<file path="src/rtl/ram_loader.sv">
// ram_loader: shares the program RAM/MAR bus between the CPU and a byte-stream loader.
// Halts the CPU at an instruction boundary, writes consecutive addresses, optionally reads back.
module ram_loader #(
    parameter int ADDR_W = 4,
    parameter int DATA_W = 8,
    parameter int WORDS  = 16,
    parameter int VERIFY = 1
) (
    input  logic              clk,
    input  logic              rst,
    input  logic              prog_req,
    input  logic              cpu_halt_ack,
    input  logic [DATA_W-1:0] in_data,
    input  logic              in_valid,
    output logic              in_ready,
    input  logic              cpu_MI,
    input  logic              cpu_RI,
    input  logic              cpu_RO,
    input  logic [DATA_W-1:0] cpu_bus_out,
    input  logic              cpu_bus_oe,
    input  logic [DATA_W-1:0] bus_in,
    output logic              MI,
    output logic              RI,
    output logic              RO,
    output logic [DATA_W-1:0] bus_out,
    output logic              bus_oe,
    output logic              cpu_halt,
    output logic              busy,
    output logic              done,
    output logic              verify_err,
    output logic [ADDR_W:0]   load_count
);
    typedef enum logic [2:0] {S_RUN, S_HALT, S_ACCEPT, S_ADDR, S_WRITE, S_VERIFY, S_FINISH} state_t;
    state_t st, nxt, step;
    logic [ADDR_W-1:0] addr;
    logic [DATA_W-1:0] data, bus_r;
    logic mi_r, ri_r, ro_r, oe_r, busy_r, ready_r, done_r;
    logic run;
    always_comb begin
        step = (addr == ADDR_W'(WORDS - 1) || !prog_req) ? S_FINISH : S_ACCEPT;
        nxt = st;
        case (st)
            S_RUN:    nxt = prog_req ? S_HALT : S_RUN;
            S_HALT:   nxt = !prog_req ? S_RUN : cpu_halt_ack ? S_ACCEPT : S_HALT;
            S_ACCEPT: nxt = in_valid ? S_ADDR : !prog_req ? S_FINISH : S_ACCEPT;
            S_ADDR:   nxt = S_WRITE;
            S_WRITE:  nxt = (VERIFY != 0) ? S_VERIFY : step;
            S_VERIFY: nxt = step;
            S_FINISH: nxt = S_RUN;
            default:  nxt = S_RUN;
        endcase
    end
    // Loader strobes are registered from the next state so they are clean for the whole cycle.
    always_ff @(posedge clk or negedge rst) begin
        if (!rst) begin
            st         <= S_RUN;
            addr       <= '0;
            data       <= '0;
            load_count <= '0;
            verify_err <= 1'b0;
            bus_r      <= '0;
            mi_r       <= 1'b0;
            ri_r       <= 1'b0;
            ro_r       <= 1'b0;
            oe_r       <= 1'b0;
            busy_r     <= 1'b0;
            ready_r    <= 1'b0;
            done_r     <= 1'b0;
        end else begin
            st <= nxt;
            if (st == S_HALT && nxt == S_ACCEPT) begin
                addr       <= '0;
                load_count <= '0;
                verify_err <= 1'b0;
            end
            if (st == S_ACCEPT && in_valid) data <= in_data;
            if (st == S_WRITE) load_count <= load_count + 1'b1;
            if (st == S_VERIFY && bus_in != data) verify_err <= 1'b1;
            if ((st == S_WRITE || st == S_VERIFY) && nxt == S_ACCEPT) addr <= addr + 1'b1;
            bus_r   <= nxt == S_ADDR ? {{(DATA_W-ADDR_W){1'b0}}, addr} : nxt == S_WRITE ? data : '0;
            mi_r    <= nxt == S_ADDR;
            ri_r    <= nxt == S_WRITE;
            ro_r    <= nxt == S_VERIFY;
            oe_r    <= nxt == S_ADDR || nxt == S_WRITE;
            busy_r  <= nxt != S_RUN;
            ready_r <= nxt == S_ACCEPT;
            done_r  <= nxt == S_FINISH;
        end
    end
    assign run      = st == S_RUN;
    assign MI       = run ? cpu_MI : mi_r;
    assign RI       = run ? cpu_RI : ri_r;
    assign RO       = run ? cpu_RO : ro_r;
    assign bus_oe   = run ? cpu_bus_oe : oe_r;
    assign bus_out  = run ? cpu_bus_out : bus_r;
    assign busy     = busy_r;
    assign cpu_halt = busy_r;
    assign in_ready = ready_r;
    assign done     = done_r;
endmodule

</file>
<file path="config.mk">
export PLATFORM = sky130hd
export DESIGN_NAME = ram_loader
export DESIGN_NICKNAME = d
export VERILOG_FILES = /design/src/rtl/ram_loader.sv
export SDC_FILE = /design/constraint.sdc
export NUM_CORES = 1
export LEC_CHECK = 0
export BUFFER_PORTS_ARGS = -buffer_cell sky130_fd_sc_hd__buf_2
export CAP_MARGIN = 20
export CORE_ASPECT_RATIO = 1.25
export CORE_MARGIN = 2
export CORE_UTILIZATION = 54
export DETAILED_ROUTE_END_ITERATION = 6
export GPL_ROUTABILITY_DRIVEN = 0
export PLACE_DENSITY = 0.84
export SETUP_SLACK_MARGIN = 0.4
export SYNTH_ARGS = -nofsm -noshare
export SYNTH_HDL_FRONTEND = slang
export SYNTH_SLANG_ARGS = --single-unit
</file>
<file path="constraint.sdc">
create_clock -name clk -period 3.55 [get_ports clk]
set_input_delay 0.1775 -clock clk [delete_from_list [all_inputs] [get_ports clk]]
set_output_delay 0.1775 -clock clk [all_outputs]
set_load 0.02 [all_outputs]
</file>
Yosys cells after proc, flatten, opt, wreduce, memory -nomap -nowiden
Cells that the tools add are included.
{ "word_totals": {"word_cells": 60, "input_bits": 33, "reg_bits": 36} }
{ "classes": {"mux": 20, "n_eq_ne": 12, "n_addsub": 2, "n_reduce_logical": 13} }
{ "op_table": {"columns": ["op", "n"], "rows": [
  ["$mux W8", 3],
  ["$pmux W3 S6", 1],
  ["$eq A3 B3 Y1 const B", 5],
  ["$eq A3 B2 Y1 const B", 4],
  ["$mux W5", 2],
  ["$mux W3", 3],
  ["$mux W4", 2],
  ["$ne A8 B8 Y1", 1],
  ["$mux W1", 7],
  ["$reduce_bool A2 Y1", 3],
  ["$add A5 B1 Y5 const B", 1],
  ["$add A4 B1 Y4 const B", 1],
  ["$eq A4 B4 Y1 const B", 1],
  ["$logic_and A1 B1 Y1", 4],
  ["$mux W2", 2],
  ["$eq A3 B1 Y1 const B", 1],
  ["$logic_not A3 Y1", 1],
  ["$logic_or A1 B1 Y1", 3],
  ["$reduce_bool A3 Y1", 1],
  ["$logic_not A1 Y1", 1]
]} }

Longest topological paths before layout
{ "logic_depth": {"ltp_word": 8, "mapped_depth": 7, "depth_no_buf": 5} }

Worst setup path after synthesis
No wires, ideal clock.
{ "synth_path": {"path_type": "flip-flop to output port", "startpoint": "register st[0]", "endpoint": "output MI", "arrival_ps": 1519, "path_stages_with_launch": 5, "path_buffers": 2, "slack_ps": 1853, "path_cell_list": "dfrtp_1 > clkbuf_1 > nor3_1 > buf_2 > mux2_2"} }
{ "synth_via": {"elab_chain_cells": 2} }
{ "synth_rtl": {"columns": ["item", "line", "rtl"], "rows": [
  ["start, declared", "34", "state_t st, nxt, step;"],
  ["start signal, assigned", "70", "st <= nxt;"],
  ["$logic_not A3 Y1", "90", "assign run = st == S_RUN;"],
  ["$mux W1", "91", "assign MI = run ? cpu_MI : mi_r;"],
  ["end, declared", "22", "output logic MI,"]
]} }
No other way between the ends.

Worst setup path in the final report
{ "layout_path": {"startpoint": "register st[0]", "endpoint": "output bus_out[5]"} }
{ "layout_via": {"elab_chain_cells": 2} }
{ "layout_rtl": {"columns": ["item", "line", "rtl"], "rows": [
  ["$logic_not A3 Y1", "90", null],
  ["$mux W8", "95", "assign bus_out = run ? cpu_bus_out : bus_r;"],
  ["end, declared", "25", "output logic [DATA_W-1:0] bus_out,"]
]} }
No other way between the ends.

==> flow_summary.json <==
{
  "regArea_um2": 901,
  "grt_max_degree": 37,
  "synthAdderAreaFrac_pct": 1.48,
  "vias": 1246,
  "finalCritPeriodShare_pct": 56.8,
  "grt_pass1_vias": 1229,
  "multi_input_area_um2": 736,
  "dp_hpwl_um": 2510,
  "p_per_area_mw_per_mm2": 789,
  "hold_start": "in_data[7]",
  "layout.nets": 230,
  "layout_common_cells": "buf_2 (54), dfrtp_1 (36), mux2_2 (21), xor2_1 (11)",
  "area_growth_pct": 20.1,
  "drcViolationCount": 0,
  "tns_ps": 0,
  "status": "completed",
  "layout-drive-gt1-share_pct": 44.4,
  "synth-xor-area-share_pct": 6.20,
  "grt_usage_pct": 21.2,
  "avgRoutedWirePerCell_um": 14.0,
  "worst_slew_pin_slew_ps": 738,
  "ys_seq_area_share_pct": 53.1,
  "netlist_instances": 141,
  "start_util_pct": 57.0,
  "gr-total-overflow": 0,
  "finalClockSkew_ps": 11.3,
  "clockBufferDepth": 2,
  "p_int_uw": 976,
  "endpoint_kind": "output pin",
  "yosys.area_share.simple_pct": 15.4,
  "hold_ws_ps": 56.1,
  "hold_class": "primary input to flip-flop",
  "insertion_delay_ps": 340,
  "io_pins": 55,
  "synthFlopType": "dfrtp_1",
  "die_h_um": 66.6,
  "min_to": "data[7]$_DFFE_PN0P_",
  "ys_ff_latch": 36,
  "switching_share_pct": 39.2,
  "critPathRequiredTime_ps": 3370,
  "slew_headroom_pct": 50.8,
  "io_buffers": 54,
  "core_mm2": 0.00297,
  "drv_cap": 0,
  "cp-start-kind": "flip-flop",
  "final-max-slew-violation-count": 0,
  "async_flop_share_pct": 100,
  "avgViaCountPerCell": 5.37,
  "hold_viol": 0,
  "cts_root_buf": "clkbuf_4",
  "antenna_found_initial": 0,
  "synth_edf_count": 0,
  "ant_nets": 0,
  "min_path_cells": 2,
  "layout_min_cycle_time_ps": 2020,
  "synth.distinct_cells": 37,
  "path_clk_slew_ps": 100,
  "dr.pass1.iters": 4,
  "fmax_mhz": 496,
  "grt_pass1_wl_um": 5390,
  "clockPowerShare_pct": 14.0,
  "antenna_cells": 0,
  "comb_power_share_pct": 43.5,
  "synth_mux_area_share_pct": 14.5,
  "p_leak_uw": 0.00105,
  "switchingPower_uw": 630,
  "syn_area_mm2": 0.00170,
  "r2r-start": "st[2]$_DFF_PN0_",
  "die_w_um": 54.1,
  "worstSetupStartpoint": "st[0]$_DFF_PN0_",
  "p_seq_share_pct": 42.4,
  "cts.sinks": 36,
  "cp_data_arrival_time_ps": 1840,
  "wirelength_um": 3240,
  "syn_avg_cell_area_um2": 12.0,
  "postCtsSetupBuffers": 0,
  "h-tree-depth": 2,
  "synth_top_family_by_area": "simple AND/OR/NAND/NOR gates",
  "setup_viol": 0,
  "crit_fanout": 13,
  "dieArea_mm2": 0.00361,
  "reg2reg_slack_ps": 1620,
  "cts_buffers": 5,
  "layout_commonest_cell": "buf_2",
  "drt_iter0_markers": 19,
  "synth-compound-area-share_pct": 5.83,
  "ir_worst_vdd_mv": 0.546,
  "cts_tree": "built",
  "syn-num-nets": 176,
  "critical_path_class": "flip-flop to output pin",
  "rr_worst_depth": 4,
  "r2r-end": "busy$_DFF_PN0_",
  "synth_warnings": 0,
  "rows": 22,
  "rsz0062_at_grt": "no",
  "nFillCells": 227
}
kinds of logic after synthesis:
kind of cell | after synthesis
XOR/XNOR | 12
AO/OA/AOI/OAI | 15
buffers and inverters | 11
multiplexers | 22
flip-flops | 36
AND/OR/NAND/NOR | 43
adder cells (fa/ha/maj) | 2
flip-flops by register name (all words and copies together) (netlist names), 3 cells and up:
signal	cells
data	8
bus_r	8
st	3
addr	4
load_count	5
per-layer routing:
metal,global-route usage (%),routed length [µm],vias up
li1,-,-,605
met1,23.8,1250,602
met2,36.3,1760,34
met3,6.95,179,5
met4,8.44,53,0
met5,0,0,-
cell usage after synthesis (2+ instances only):
cell type	number	area, µm²
xor2_1	11	96.3
mux2_2	21	236
clkbuf_1	4	15.0
a22o_1	4	35.0
nand3_1	7	35.0
nor3_1	2	10.0
nand4_1	3	18.8
dfrtp_1	36	901
nor2_1	6	22.5
o21ai_0	7	35.0
nand2_1	4	15.0
buf_4	2	15.0
and2_1	2	12.5
nor3b_1	2	15.0
ha_1	2	25.0
buf_2	2	10.0
and3_1	4	25.0
a21oi_1	2	10.0
nor4_1	2	12.5
layout make-up:
class	count	area share [%]
flip-flops and latches	36	44.3
multi-input cells	94	36.1
repair buffers	56	14.1
clock buffers	8	2.89
well taps	36	2.21
inverters	2	0.369
power groups by stage:
stage	clock network (µW)	logic, µW	registers, µW
2_1_floorplan	0	501	694
3_3_place_gp	0	677	679
3_5_place_dp	0	705	692
4_1_cts	230	708	683
5_1_grt	249	770	705
6_report	225	700	682
worst max path at each step:
stage / endpoint / slack, ps / cells past startpoint
after floorplan: MI / 1850 / 4
after global placement: busy$_DFF_PN0_ / 1710 / 4
after detailed placement: busy$_DFF_PN0_ / 1650 / 4
after CTS: bus_out[5] / 1520 / 4
after global routing: MI / 1440 / 4
final: bus_out[5] / 1530 / 4
per-stage QoR:
step / area, µm² / setup WS (ps) / utilization [%] / power, µW / cells
after floorplan: 1700 / 1850 / - / 1200 / 141
after global placement: 1970 / 1710 / 66.2 / 1360 / 223
after detailed placement: 1970 / 1650 / 66.2 / 1400 / 223
after CTS: 2040 / 1520 / 68.5 / 1620 / 232
after global routing: 2040 / 1440 / 68.5 / 1720 / 232
final: 2040 / 1530 / 68.5 / 1610 / 232
critical path, cell delays in order (launching register included):
cell and delay, ps:
dfrtp_1 510, nor3_1 240, buf_4 230, mux2_2 360, buf_2 160
repair_timing:
action | in CTS | in global routing
endpoints found under the hold margin | 36 | 0
gates resized for setup | 0 | 0
hold buffers | 1 | 0
Power figures use the tool's default switching activity.
